===== src/rtl/uart_pkg.sv =====
// Shared UART definitions: FSM state encoding and default frame geometry
// used by both the receiver and the future transmitter.
package uart_pkg;

  localparam int DBIT_DEF       = 8;
  localparam int OVERSAMPLE_DEF = 16;
  localparam int SB_TICK_DEF    = 16;

  typedef enum logic [2:0] {
    IDLE     = 3'd0,
    START    = 3'd1,
    DATA     = 3'd2,
    PARITY   = 3'd3,
    STOP     = 3'd4,
    BRK_WAIT = 3'd5
  } state_t;

endpackage


===== src/rtl/sync_2ff.sv =====
// Two-flop synchroniser for a single asynchronous level; the reset value
// lets an idle-high line come out of reset without a spurious edge.
module sync_2ff #(
  parameter logic RST_VAL = 1'b1
) (
  input  logic clk,
  input  logic reset,
  input  logic d,
  output logic q
);

  logic meta;

  always_ff @(posedge clk or posedge reset) begin
    if (reset) begin
      meta <= RST_VAL;
      q    <= RST_VAL;
    end else begin
      meta <= d;
      q    <= meta;
    end
  end

endmodule


===== src/rtl/uart_rx_oversampled.sv =====
// Oversampling UART receiver: samples each bit at its centre using the
// baud-generator tick, with optional parity and stop/break detection.
module uart_rx_oversampled
  import uart_pkg::*;
#(
  parameter int DBIT       = DBIT_DEF,
  parameter int OVERSAMPLE = OVERSAMPLE_DEF,
  parameter int SB_TICK    = SB_TICK_DEF,
  parameter int PARITY_EN  = 0,
  parameter int PARITY_ODD = 0
) (
  input  logic            clk,
  input  logic            reset,
  input  logic            s_tick,
  input  logic            rx,
  output logic [DBIT-1:0] dout,
  output logic            rx_done_tick,
  output logic            parity_err,
  output logic            frame_err,
  output logic            busy
);

  localparam int SW = $clog2(SB_TICK);
  localparam int NW = $clog2(DBIT);

  localparam logic [SW-1:0] S_HALF = SW'(OVERSAMPLE / 2 - 1);
  localparam logic [SW-1:0] S_BIT  = SW'(OVERSAMPLE - 1);
  localparam logic [SW-1:0] S_STOP = SW'(SB_TICK - 1);
  localparam logic [NW-1:0] N_LAST = NW'(DBIT - 1);
  localparam logic          ODD    = (PARITY_ODD != 0);
  localparam logic          PAR_ON = (PARITY_EN != 0);

  state_t          state, state_next;
  logic [SW-1:0]   s, s_next;
  logic [NW-1:0]   n, n_next;
  logic [DBIT-1:0] b, b_next;
  logic            p_err, p_err_next;
  logic            stop_lvl, stop_lvl_next;
  logic [DBIT-1:0] dout_next;
  logic            parity_err_next, frame_err_next, done_next;
  logic            rx_s;
  logic            stop_now;

  sync_2ff #(.RST_VAL(1'b1)) u_sync (
    .clk   (clk),
    .reset (reset),
    .d     (rx),
    .q     (rx_s)
  );

  // With SB_TICK == OVERSAMPLE the stop-level capture and the frame end share a tick.
  assign stop_now = (s == S_BIT) ? rx_s : stop_lvl;

  always_ff @(posedge clk or posedge reset) begin
    if (reset) state <= IDLE;
    else       state <= state_next;
  end

  always_ff @(posedge clk or posedge reset) begin
    if (reset) begin
      s            <= '0;
      n            <= '0;
      b            <= '0;
      p_err        <= 1'b0;
      stop_lvl     <= 1'b1;
      dout         <= '0;
      parity_err   <= 1'b0;
      frame_err    <= 1'b0;
      rx_done_tick <= 1'b0;
    end else begin
      s            <= s_next;
      n            <= n_next;
      b            <= b_next;
      p_err        <= p_err_next;
      stop_lvl     <= stop_lvl_next;
      dout         <= dout_next;
      parity_err   <= parity_err_next;
      frame_err    <= frame_err_next;
      rx_done_tick <= done_next;
    end
  end

  always_comb begin
    state_next      = state;
    s_next          = s;
    n_next          = n;
    b_next          = b;
    p_err_next      = p_err;
    stop_lvl_next   = stop_lvl;
    dout_next       = dout;
    parity_err_next = parity_err;
    frame_err_next  = frame_err;
    done_next       = 1'b0;
    case (state)
      IDLE: begin
        if (!rx_s) begin
          state_next = START;
          s_next     = '0;
        end
      end
      START: begin
        if (s_tick) begin
          if (s == S_HALF) begin
            s_next = '0;
            n_next = '0;
            if (!rx_s) state_next = DATA;
            else       state_next = IDLE;
          end else begin
            s_next = s + 1'b1;
          end
        end
      end
      DATA: begin
        if (s_tick) begin
          if (s == S_BIT) begin
            s_next = '0;
            b_next = {rx_s, b[DBIT-1:1]};
            if (n == N_LAST) begin
              if (PAR_ON) state_next = PARITY;
              else        state_next = STOP;
            end else begin
              n_next = n + 1'b1;
            end
          end else begin
            s_next = s + 1'b1;
          end
        end
      end
      PARITY: begin
        if (s_tick) begin
          if (s == S_BIT) begin
            p_err_next = (^b) ^ rx_s ^ ODD;
            s_next     = '0;
            state_next = STOP;
          end else begin
            s_next = s + 1'b1;
          end
        end
      end
      STOP: begin
        if (s_tick) begin
          if (s == S_BIT) stop_lvl_next = rx_s;
          if (s == S_STOP) begin
            s_next          = '0;
            dout_next       = b;
            parity_err_next = PAR_ON & p_err;
            frame_err_next  = ~stop_now;
            done_next       = 1'b1;
            if (stop_now) state_next = IDLE;
            else          state_next = BRK_WAIT;
          end else begin
            s_next = s + 1'b1;
          end
        end
      end
      BRK_WAIT: begin
        // Swallow a held-low line so a break reports a single framing error.
        if (rx_s) state_next = IDLE;
      end
      default: state_next = IDLE;
    endcase
  end

  always_comb begin
    busy = (state != IDLE);
  end

endmodule

===== config.mk =====
export PLATFORM = sky130hd
export DESIGN_NAME = uart_rx_oversampled
export DESIGN_NICKNAME = d
export VERILOG_FILES = /design/src/rtl/uart_pkg.sv /design/src/rtl/sync_2ff.sv /design/src/rtl/uart_rx_oversampled.sv
export SDC_FILE = /design/constraint.sdc
export NUM_CORES = 1
export LEC_CHECK = 0
export CORE_MARGIN = 3
export CORE_UTILIZATION = 41
export CTS_CLUSTER_DIAMETER = 200
export DETAILED_ROUTE_END_ITERATION = 10
export PLACE_DENSITY_LB_ADDON = 0.15
export SLEW_MARGIN = 20
export SYNTH_ARGS = -nofsm -noshare
export SYNTH_HDL_FRONTEND = slang
export SYNTH_SLANG_ARGS = --single-unit

===== constraint.sdc =====
create_clock -name clk -period 2.2 [get_ports clk]
set_clock_uncertainty 0.15 [all_clocks]
set_input_delay 0.66 -clock clk [delete_from_list [all_inputs] [get_ports clk]]
set_output_delay 0.66 -clock clk [all_outputs]
set_load 0.05 [all_outputs]

# After elaboration in Yosys (flattened, before gate mapping)
# Cells that the tools add are included.
# totals
regBits	31
inputBits	4
output_inout_bits	12
elab_cells	75
# op_classes
addsub	2
n_eq_ne	21
muxes	30
bitwise_logic	1
reduce_logical	11
# ops
cell	count
$mux W3	17
$ne A2 B2 Y1 const B	11
$mux W4	5
$pmux W3 S6	1
$pmux W4 S3	1
$reduce_and A11 Y1	1
$eq A3 B3 Y1 const B	3
$eq A3 B2 Y1 const B	2
$pmux W3 S2	1
$reduce_and A3 Y1	2
$reduce_and A6 Y1	1
$reduce_bool A3 Y1	2
$add A4 B1 Y4 const B	1
$eq A4 B3 Y1 const B	1
$eq A4 B4 Y1 const B	1
$mux W1	4
$ne A2 B1 Y1 const B	2
$reduce_and A4 Y1	1
$add A3 B1 Y3 const B	1
$eq A3 B1 Y1 const B	1
$logic_not A3 Y1	1
$reduce_or A3 Y1	1
$mux W2	1
$reduce_and A2 Y1	1
other kinds (2)	2

# Logic depth before layout (Yosys ltp)
# depth
ltp_word	6
ltp_mapped	6
depth_no_buf	6

# Modules after synthesis
# From an unflattened synthesis, not the netlist that was laid out.
# hier_totals
hier_cells	129
area_unflattened_um2	1550.2
# by_module_without_submodules
mod	n_inst	cells_per_inst	area_per_inst_um2	seq_area_each_um2
uart_rx_oversampled	1	126	1493.9	726.9
sync_2ff	1	3	56.3	52.6

# Least setup slack after synthesis
# No wires, ideal clock.
# synth_timing
path_kind	register -> output
startpoint	register state[0]
endpoint	output busy
arrival_ps	1132
t_required_ps	1390
path_slack_ps	258
stages_incl_launch_ff	3
n_path_buf	1
cell_sequence	dfrtp_1 buf_6 or3_1
# synth_between
elab_chain_len	1
# synth_lines
item	line_no	source
from (decl)	uart_rx_oversampled.sv:33	state_t state, state_next;
from (signal assigned)	uart_rx_oversampled.sv:56	else state <= state_next;
$reduce_bool A3 Y1	uart_rx_oversampled.sv:165	busy = (state != IDLE);
to (decl)	uart_rx_oversampled.sv:20	output logic busy
# Every way passes these cells.

# Worst setup path in the final report
# Ends and elaborated chain as after synthesis.

==> impl_metrics.ini <==
[timing]
timing.final.crit_share = 0.9727
period_needed_ns = 2.140
fmax_mhz = 467.3
setup-tns-final_ns = 0
drv_slew = 0
setup_viol = 0
rsz0062_at_grt = no
final.setup.worst_slack_ns = 0.05996
hold_violations = 0

[clock_network]
insertion_delay_ns = 0.28
cts_root_buffer = clkbuf_8
cts_max_level = 2
numCtsBuffers = 5
cts_tree = built
post_cts_buffers = 0
cts_hold_buffers = 0
cts_sinks = 31
cts-resized-gates = 0
cts_max_path_buffers = 2
clk_pin_slew_ns = 0.06

[global_routing]
grt_max_degree = 32
grt-ovfl-total = 0
grt_first_pass_wirelength_microns = 4940
grt_pass1_vias = 1034
grt_usage = 0.1518
antenna_found_initial = 0

[logic_synthesis]
synthTopCellsByArea = dfrtp_1 (46%), mux2_2 (12%), dfstp_2 (5.1%)
syn_nets = 139
avgSynthCellArea_sq_um = 11.64
ys_warn_count = 0
yosysMostFrequentCell = dfrtp_1
syn-instance-count = 132
synth_cell_types = 42
synth_edf_count = 0
syn_area_sq_um = 1536
ys_ff_latch = 31
synthArstFlopShare = 1.000
ys.flop_type = dfrtp_1
synth-seq-area-share = 0.5073
synth.top_cells.by_count = dfrtp_1 (28), mux2_2 (16), nand2_1 (12), o21ai_0 (7), inv_1 (6)
netlist.area_leader.share = 0.4560
yosys.area.top_type = dfrtp_1

[layout]
num_antenna_cells = 0
synthToLayoutAreaGrowth_pct = 19.30
drive_gt1_frac = 0.3506
nets = 161
fin_area_sq_um = 1833

[floorplanning]
dieArea_sq_um = 4518
start_util = 0.4430
ios = 16
core_sq_um = 3468
fp.dieH_microns = 67.22
die_x_microns = 67.22
rows = 21

[route]
drt_wl_total_microns = 2933
drt_iter0_markers = 15
wl_per_cell_microns = 14.67
antenna_left = 0
route.detailed.drc = 0
viasPerCell = 5.310
vias = 1062
first_pass_iters = 4

[worst_setup_path]
reg2reg_slack_ns = 0.20
startpoint_type = flop
cp-end-kind = primary output
timing.rr.start = n[0]
setup.worst_path.end = busy
cp_max_fo = 4
arrival_ns = 1.33
r2r_cells = 6
path_class = flop to primary output
reg2reg_to = n[0]
cp.required_ns = 1.39
startpoint = state[0]

[placement]
placed_cell_area_sq_um = 1730
place.detailed.hpwl_microns = 2015
pre_cts_slack_ns = -0.1969
numPortBuffers = 14
gp_congestion = 0.8708

[power_and_ir_drop]
leakage_nw = 0.9232
ir_drop_uv = 519.6
p_per_area_nw_per_um2 = 951.7

[flow_run]
max-cap-violations = 0

[outcome]
status = finished clean

[hold_path]
hp-class = flop to flop
power by group:
part | internal, mW | leakage, nW | switching, mW
registers | 0.650 | 0.399 | 0.0824
clock network | 0.331 | 0.0513 | 0.200
logic | 0.212 | 0.473 | 0.268
cell usage in the layout, fill, tap and decap left out, types with 2 or more instances in the layout:
master            n
dfrtp_1          28
buf_4            19
mux2_2           16
nand2_1          12
o21ai_0           7
inv_1             6
nand3_1           5
clkbuf_8          5
nor2_1            4
mux2_1            3
a21oi_1           3
mux2i_1           3
ha_1              3
clkdlybuf4s50_1   3
dfstp_2           3
nor2b_1           2
nor4_1            2
or3_4             2
and3_1            2
a31oi_1           2
o21a_1            2
flip-flops by register name (all words and copies together) (netlist names):
signal	flops
n	3
frame_err	1
b	8
stop_lvl	1
u_sync.meta	1
s	4
dout	8
state	3
rx_done_tick	1
u_sync.q	1
logic make-up (layout without fill, tap and decap cells):
family / Yosys count / count (layout) / share of synthesized area
and+or+nand+nor: 40 / 40 / 0.1612
AOI/OAI and AO/OA: 20 / 20 / 0.08469
adders and majority gates: 3 / 3 / 0.02443
DFF: 31 / 31 / 0.5073
other: 1 / 1 / 0.002441
buffers and inverters: 14 / 36 / 0.05129
muxes: 23 / 23 / 0.1686
worst min-delay path by stage:
stage / endpoint / cells after the start / slack, ns / startpoint
after CTS: u_sync.q / 0 / 0.21 / u_sync.meta
after detailed placement: u_sync.q / 0 / 0.20 / u_sync.meta
after floorplan: u_sync.q / 0 / 0.20 / u_sync.meta
after global placement: u_sync.q / 0 / 0.20 / u_sync.meta
final: u_sync.q / 0 / 0.21 / u_sync.meta
after global routing: u_sync.q / 0 / 0.21 / u_sync.meta
metrics by stage:
| stage | cells | hold slack [ns] | total power [mW] | utilization |
|---|---|---|---|---|
| finish | 200 | 0.2090 | 1.745 | 0.5285 |
| global route | 200 | 0.2127 | 1.865 | 0.5285 |
| CTS | 200 | 0.2108 | 1.762 | 0.5285 |
| detailed placement | 193 | 0.2017 | 1.216 | 0.4989 |
| global placement | 193 | 0.1971 | 1.202 | 0.4989 |
| floorplan | 132 | 0.1952 | 1.109 | - |
routing by layer:
layer  wire length (microns)  track usage  vias to the layer above
met5                       0            0                        -
met4                      57      0.06835                        0
li1                        -            -                      513
met3                     171      0.05657                        5
met1                    1343       0.1998                      517
met2                    1361       0.2221                       27
layout make-up:
class / count / area (sq um)
fillers: 336 / 1635
flip-flops and latches: 31 / 779.5
multi-input cells: 87 / 678.2
repair buffers: 23 / 192.7
clock buffers: 6 / 72.57
well taps: 46 / 57.56
clock inverters: 1 / 30.03
inverters: 6 / 22.52
worst max-delay path, stage by stage (launching register included):
cell	delay (ns)
dfrtp_1	0.37
or3_1	0.46
buf_4	0.23
Power figures use the tool's default switching activity.
